--- src/rtl/banc_reg_param.sv ---
// rtl/banc_reg_param.sv - parameterised 2R1W register bank with power-up clear sweep
//
// Purpose: DEPTH = 2**ADDR_W registers of DATA_W bits.
//   Two combinational read ports and one synchronous write port.
//   After reset, a CLEAR sweep zeroes every entry, one per cycle, before Ready rises.
//   With ZERO_REG=1, register 0 always reads as zero and ignores writes.
// Optional feature: define BANC_REG_BYPASS_EN to forward same-cycle write data to
//   a read port whose address matches WriteRegister.
//
// Ports:
//   clk           in   rising-edge clock
//   reset         in   synchronous active-high reset
//   RegEn         in   write enable
//   RR1, RR2      in   read addresses [ADDR_W]
//   WriteRegister in   write address [ADDR_W]
//   WriteData     in   write data [DATA_W]
//   RD1, RD2      out  read data [DATA_W]; zero while Ready=0
//   Ready         out  registered; high once the clear sweep has finished
//   WrDrop        out  registered one-cycle pulse; a write arrived while Ready=0

module banc_reg_param #(
    parameter int DATA_W   = 32,
    parameter int ADDR_W   = 5,
    parameter int ZERO_REG = 1
) (
    input  logic              clk,
    input  logic              reset,
    input  logic              RegEn,
    input  logic [ADDR_W-1:0] RR1,
    input  logic [ADDR_W-1:0] RR2,
    input  logic [ADDR_W-1:0] WriteRegister,
    input  logic [DATA_W-1:0] WriteData,
    output logic [DATA_W-1:0] RD1,
    output logic [DATA_W-1:0] RD2,
    output logic              Ready,
    output logic              WrDrop
);

    localparam int DEPTH = 1 << ADDR_W;

    typedef enum logic {
        ST_CLEAR = 1'b0,
        ST_RUN   = 1'b1
    } state_t;

    state_t            r_state;
    logic [ADDR_W-1:0] r_clr_idx;
    logic              r_ready;
    logic              r_wr_drop;
    logic [DATA_W-1:0] r_mem [DEPTH];

    logic              w_wr_zero;
    logic              w_wr_commit;
    logic              w_mem_we;
    logic [ADDR_W-1:0] w_mem_addr;
    logic [DATA_W-1:0] w_mem_data;
    logic [DATA_W-1:0] w_rd1;
    logic [DATA_W-1:0] w_rd2;

    // Register 0 is hard-wired to zero only when ZERO_REG is set.
    assign w_wr_zero   = (ZERO_REG != 0) && (WriteRegister == '0);
    assign w_wr_commit = (r_state == ST_RUN) && RegEn && !w_wr_zero;

    // Storage has one write port, shared between the clear sweep and user writes.
    // Reset suppresses both, so a write on a reset edge is lost.
    always_comb begin
        w_mem_we   = 1'b0;
        w_mem_addr = WriteRegister;
        w_mem_data = WriteData;
        if (!reset) begin
            if (r_state == ST_CLEAR) begin
                w_mem_we   = 1'b1;
                w_mem_addr = r_clr_idx;
                w_mem_data = '0;
            end else if (w_wr_commit) begin
                w_mem_we = 1'b1;
            end
        end
    end

    always_ff @(posedge clk) begin
        if (w_mem_we) begin
            r_mem[w_mem_addr] <= w_mem_data;
        end
    end

    always_ff @(posedge clk) begin
        if (reset) begin
            r_state   <= ST_CLEAR;
            r_clr_idx <= '0;
            r_ready   <= 1'b0;
            r_wr_drop <= 1'b0;
        end else begin
            case (r_state)
                ST_CLEAR: begin
                    r_clr_idx <= r_clr_idx + ADDR_W'(1);
                    // Writes cannot be accepted while sweeping; flag them.
                    r_wr_drop <= RegEn;
                    // All-ones index means this edge clears entry DEPTH-1.
                    if (&r_clr_idx) begin
                        r_state <= ST_RUN;
                        r_ready <= 1'b1;
                    end
                end
                ST_RUN: begin
                    r_wr_drop <= 1'b0;
                end
                default: begin
                    r_state   <= ST_CLEAR;
                    r_clr_idx <= '0;
                    r_ready   <= 1'b0;
                    r_wr_drop <= 1'b0;
                end
            endcase
        end
    end

`ifdef BANC_REG_BYPASS_EN
    logic w_fwd1;
    logic w_fwd2;

    // Forward only writes that will actually commit: register 0 never forwards.
    assign w_fwd1 = RegEn && !w_wr_zero && (RR1 == WriteRegister);
    assign w_fwd2 = RegEn && !w_wr_zero && (RR2 == WriteRegister);
`endif

    always_comb begin
        w_rd1 = '0;
        if (r_ready) begin
            if (!((ZERO_REG != 0) && (RR1 == '0))) begin
                w_rd1 = r_mem[RR1];
            end
`ifdef BANC_REG_BYPASS_EN
            if (w_fwd1) begin
                w_rd1 = WriteData;
            end
`endif
        end
    end

    always_comb begin
        w_rd2 = '0;
        if (r_ready) begin
            if (!((ZERO_REG != 0) && (RR2 == '0))) begin
                w_rd2 = r_mem[RR2];
            end
`ifdef BANC_REG_BYPASS_EN
            if (w_fwd2) begin
                w_rd2 = WriteData;
            end
`endif
        end
    end

    assign RD1    = w_rd1;
    assign RD2    = w_rd2;
    assign Ready  = r_ready;
    assign WrDrop = r_wr_drop;

endmodule

--- config.mk ---
export PLATFORM = sky130hd
export DESIGN_NAME = banc_reg_param
export DESIGN_NICKNAME = d
export VERILOG_FILES = /design/src/rtl/banc_reg_param.sv
export SDC_FILE = /design/constraint.sdc
export NUM_CORES = 1
export LEC_CHECK = 0
export BUFFER_PORTS_ARGS = -buffer_cell sky130_fd_sc_hd__buf_2
export CAP_MARGIN = 0
export CORE_ASPECT_RATIO = 2
export CORE_MARGIN = 5
export CORE_UTILIZATION = 40
export CTS_CLUSTER_SIZE = 24
export DETAILED_ROUTE_END_ITERATION = 7
export GPL_ROUTABILITY_DRIVEN = 0
export PLACE_DENSITY = 0.62
export SYNTH_ARGS = -nofsm -noshare
export SYNTH_HDL_FRONTEND = slang
export SYNTH_SLANG_ARGS = --single-unit
--- constraint.sdc ---
create_clock -name clk -period 4.64 [get_ports clk]
set_clock_uncertainty 0.05 [all_clocks]
set_input_delay 1.392 -clock clk [delete_from_list [all_inputs] [get_ports clk]]
set_output_delay 1.392 -clock clk [all_outputs]
set_load 0.02 [all_outputs]
==> qor.yml <==
setup_path:
  worstPathCellList: "buf_2 > buf_6 > nor2b_4 > buf_12 > a22oi_1 > a22oi_1 > nand4_1 > buf_2"
  critical_path.top_delay_family: "buffers and inverters"
  path_max_fanout: 18
  rr_worst_depth: 5
  crit_path_end_kind: "primary output"
  reg2reg_from: "r_state"
  reg2reg_setup_slack_ps: 1410
  r2r_end: "r_mem[12][24]"
  critPathLaunchType: "input pin"
  critPathMaxStageDelay_ps: 340
  crit_buf_inv: 4
  worstSetupPathType: "in2out"
  required_ps: 3200
  arrival_ps: 3200
  slowest_stage: "a22oi_1"
drt:
  ant_nets: 0
  first_pass_iters: 6
  drc: 0
  totalWireLength_microns: 150600
  vias_per_cell: 6.333
  wl_per_cell_microns: 31.94
  initialDrtViolationCount: 3157
  vias: 29860
die:
  die_area_sq_um: 124900
  row_count: 178
  core_area_sq_um: 117100
  die_x_microns: 252.4
  io_pins: 116
  start_util: 0.4012
  die_h_microns: 494.8
layout:
  final_util: 0.4725
  drive_above_1_share: 0.2638
  syn_to_final_growth_pct: 17.75
  fin_cells: 4714
  nets: 3158
synthesis:
  yosysWarnings: 0
  synth_edf_count: 992
  synth_nets: 2915
  synthArstFlopShare: 0
  synth_area_sq_um: 47010
  ys_types: 41
  ys_ff_latch: 1000
  netlist.area_leader.share: 0.6337
  syn_area_per_cell_sq_um: 16.42
  synth_flop_cell: "edfxtp_1"
  yosysSeqAreaShare: 0.6371
  synth_top_area_cell: "edfxtp_1"
  synth_area_leaders: "edfxtp_1, mux2i_1, mux4_2"
  synth_common_cells: "edfxtp_1, mux2i_1, a22oi_1, mux4_2, o22ai_1"
  synth_cells: 2863
  synth.most_common_cell: "edfxtp_1"
global_routing:
  grt_pass1_wl_microns: 213100
  grt_max_degree: 42
  antenna_found_initial: 4
  grt_overflow_total: 0
  grt_use_total: 0.2336
  grt_pass1_vias: 30310
worst_hold_path:
  hold_start: "r_clr_idx[4]"
  hold_class: "reg2reg"
  min_to: "Ready"
  whs_path_depth: 2
power_and_ir_drop:
  vdd_ir_drop_max_v: 0.0003197
  powerDensity_nw_per_um2: 351.1
  p_total_uw: 19440
  p_leak_uw: 0.01938
sta:
  report.final.hold_viol_count: 0
  period_needed_ps: 4639
  hold_ws_ps: 538.7
  worst_pin_slew_ps: 1184
  slew_viol_final: 0
  setup_viol: 0
  min_period_over_period: 0.9997
  relSlewSlack: 0.2110
  fmax_mhz: 215.6
cts:
  cts_htree_levels: 3
  cts.sinks: 1000
  cts_max_path_buffers: 3
  cts_buffers: 96
  clock_latency_ps: 690
  clkTransAtPathRegs_ps: 60
  cts_hold_buf: 0
  root_buffer: "clkbuf_16"
  cts_tree: "built"
run_status:
  status: "finished clean"
place:
  io_buffers: 115
  placedCellCount: 4533
  hpwl_microns: 92050
run:
  maxCapViolCount: 0
[report_power, final]
part           leakage [uW]  switching (uW)  internal [uW]
clock network       0.00153            3420           4470
logic               0.00871             882            615
registers           0.00914            33.1          10000
total                0.0194            4340          15100
[final cells by class]
class                           count  area [sq um]
Clock buffer                      113          2551
Multi-Input combinational cell   1628         16160
Antenna cell                        4         10.01
Tap cell                         1530          1914
Timing Repair Buffer              379          4213
Fill cell                        9978         61800
Sequential cell                  1000         29950
Clock inverter                     59         546.8
Inverter                            1         3.754
[layout by cell type (no fill, tap or decap), types with 13 or more instances in the layout]
cell,instances
edfxtp_1,992
mux2i_1,580
o22ai_1,192
mux4_2,192
a22oi_1,186
nand2_1,141
buf_4,139
buf_12,119
buf_2,108
clkbuf_16,102
nand4_1,64
a221oi_2,58
o21ai_0,45
nor2_4,35
and2_1,33
o21ai_1,22
clkinv_2,22
clkinv_1,21
clkbuf_1,13
[sequential cells by signal (all words and copies together) (netlist names)]
register	flops
r_state	1
Ready	1
r_clr_idx	5
WrDrop	1
r_mem	992
[what timing repair did]
action	CTS	global route
resized for setup	3	33
pin swaps	0	4
buffers inserted	0	2
cloned	1	2
endpoints found under the setup margin	32	40
[routing by layer]
layer	vias to the layer above	GRT usage	part of all wire
li1	12370	-	-
met1	15590	0.3073	0.39
met2	1566	0.3955	0.50
met3	331	0.03527	0.076
met4	2	0.08271	0.038
met5	-	0	0.000086
[worst register-to-register path: cells and delay by family, from the launching register on]
family / cells / cell delay, ps
and+or+nand+nor: 3 / 1400
DFF: 1 / 600
muxes: 1 / 460
buffers and inverters: 1 / 370
[how the worst max path moves through the flow]
stage / end / from / slack (ps) / cells past startpoint
2_1_floorplan: r_mem[10][0] / reset / 480 / 6
3_3_place_gp: RD2[5] / RR2[4] / -200 / 6
3_5_place_dp: RD2[15] / RR2[4] / -160 / 6
4_1_cts: RD2[15] / RR2[4] / -30 / 8
5_1_grt: RD2[29] / RR2[1] / -1 / 9
6_report: RD2[5] / RR2[3] / 1 / 8
[through the flow]
| stage | setup slack, ps | TNS, ps | instance area, sq um |
|---|---|---|---|
| finish | 1.268 | 0 | 55350 |
| global placement | -195.9 | -3991 | 52020 |
| CTS | -25.07 | -31.62 | 55130 |
| detailed placement | -163.7 | -3150 | 52020 |
| global route | -1.101 | -1.101 | 55340 |
| floorplan | 481.1 | 0 | 47010 |
[cell families (layout without fill, tap and decap cells)]
| kind of cell | after synthesis | count (layout) | share of synthesized area |
|---|---|---|---|
| xor gates and xnor gates | 3 | 3 | 0.0005591 |
| DFF | 1000 | 1000 | 0.6371 |
| muxes | 773 | 773 | 0.2157 |
| adders and majority gates | 2 | 2 | 0.0005323 |
| AOI/OAI and AO/OA | 521 | 521 | 0.08409 |
| other | 0 | 4 | 0 |
| buffers and inverters | 236 | 552 | 0.02760 |
| and+or+nand+nor | 328 | 329 | 0.03434 |
(Power assumes the default switching activity.)
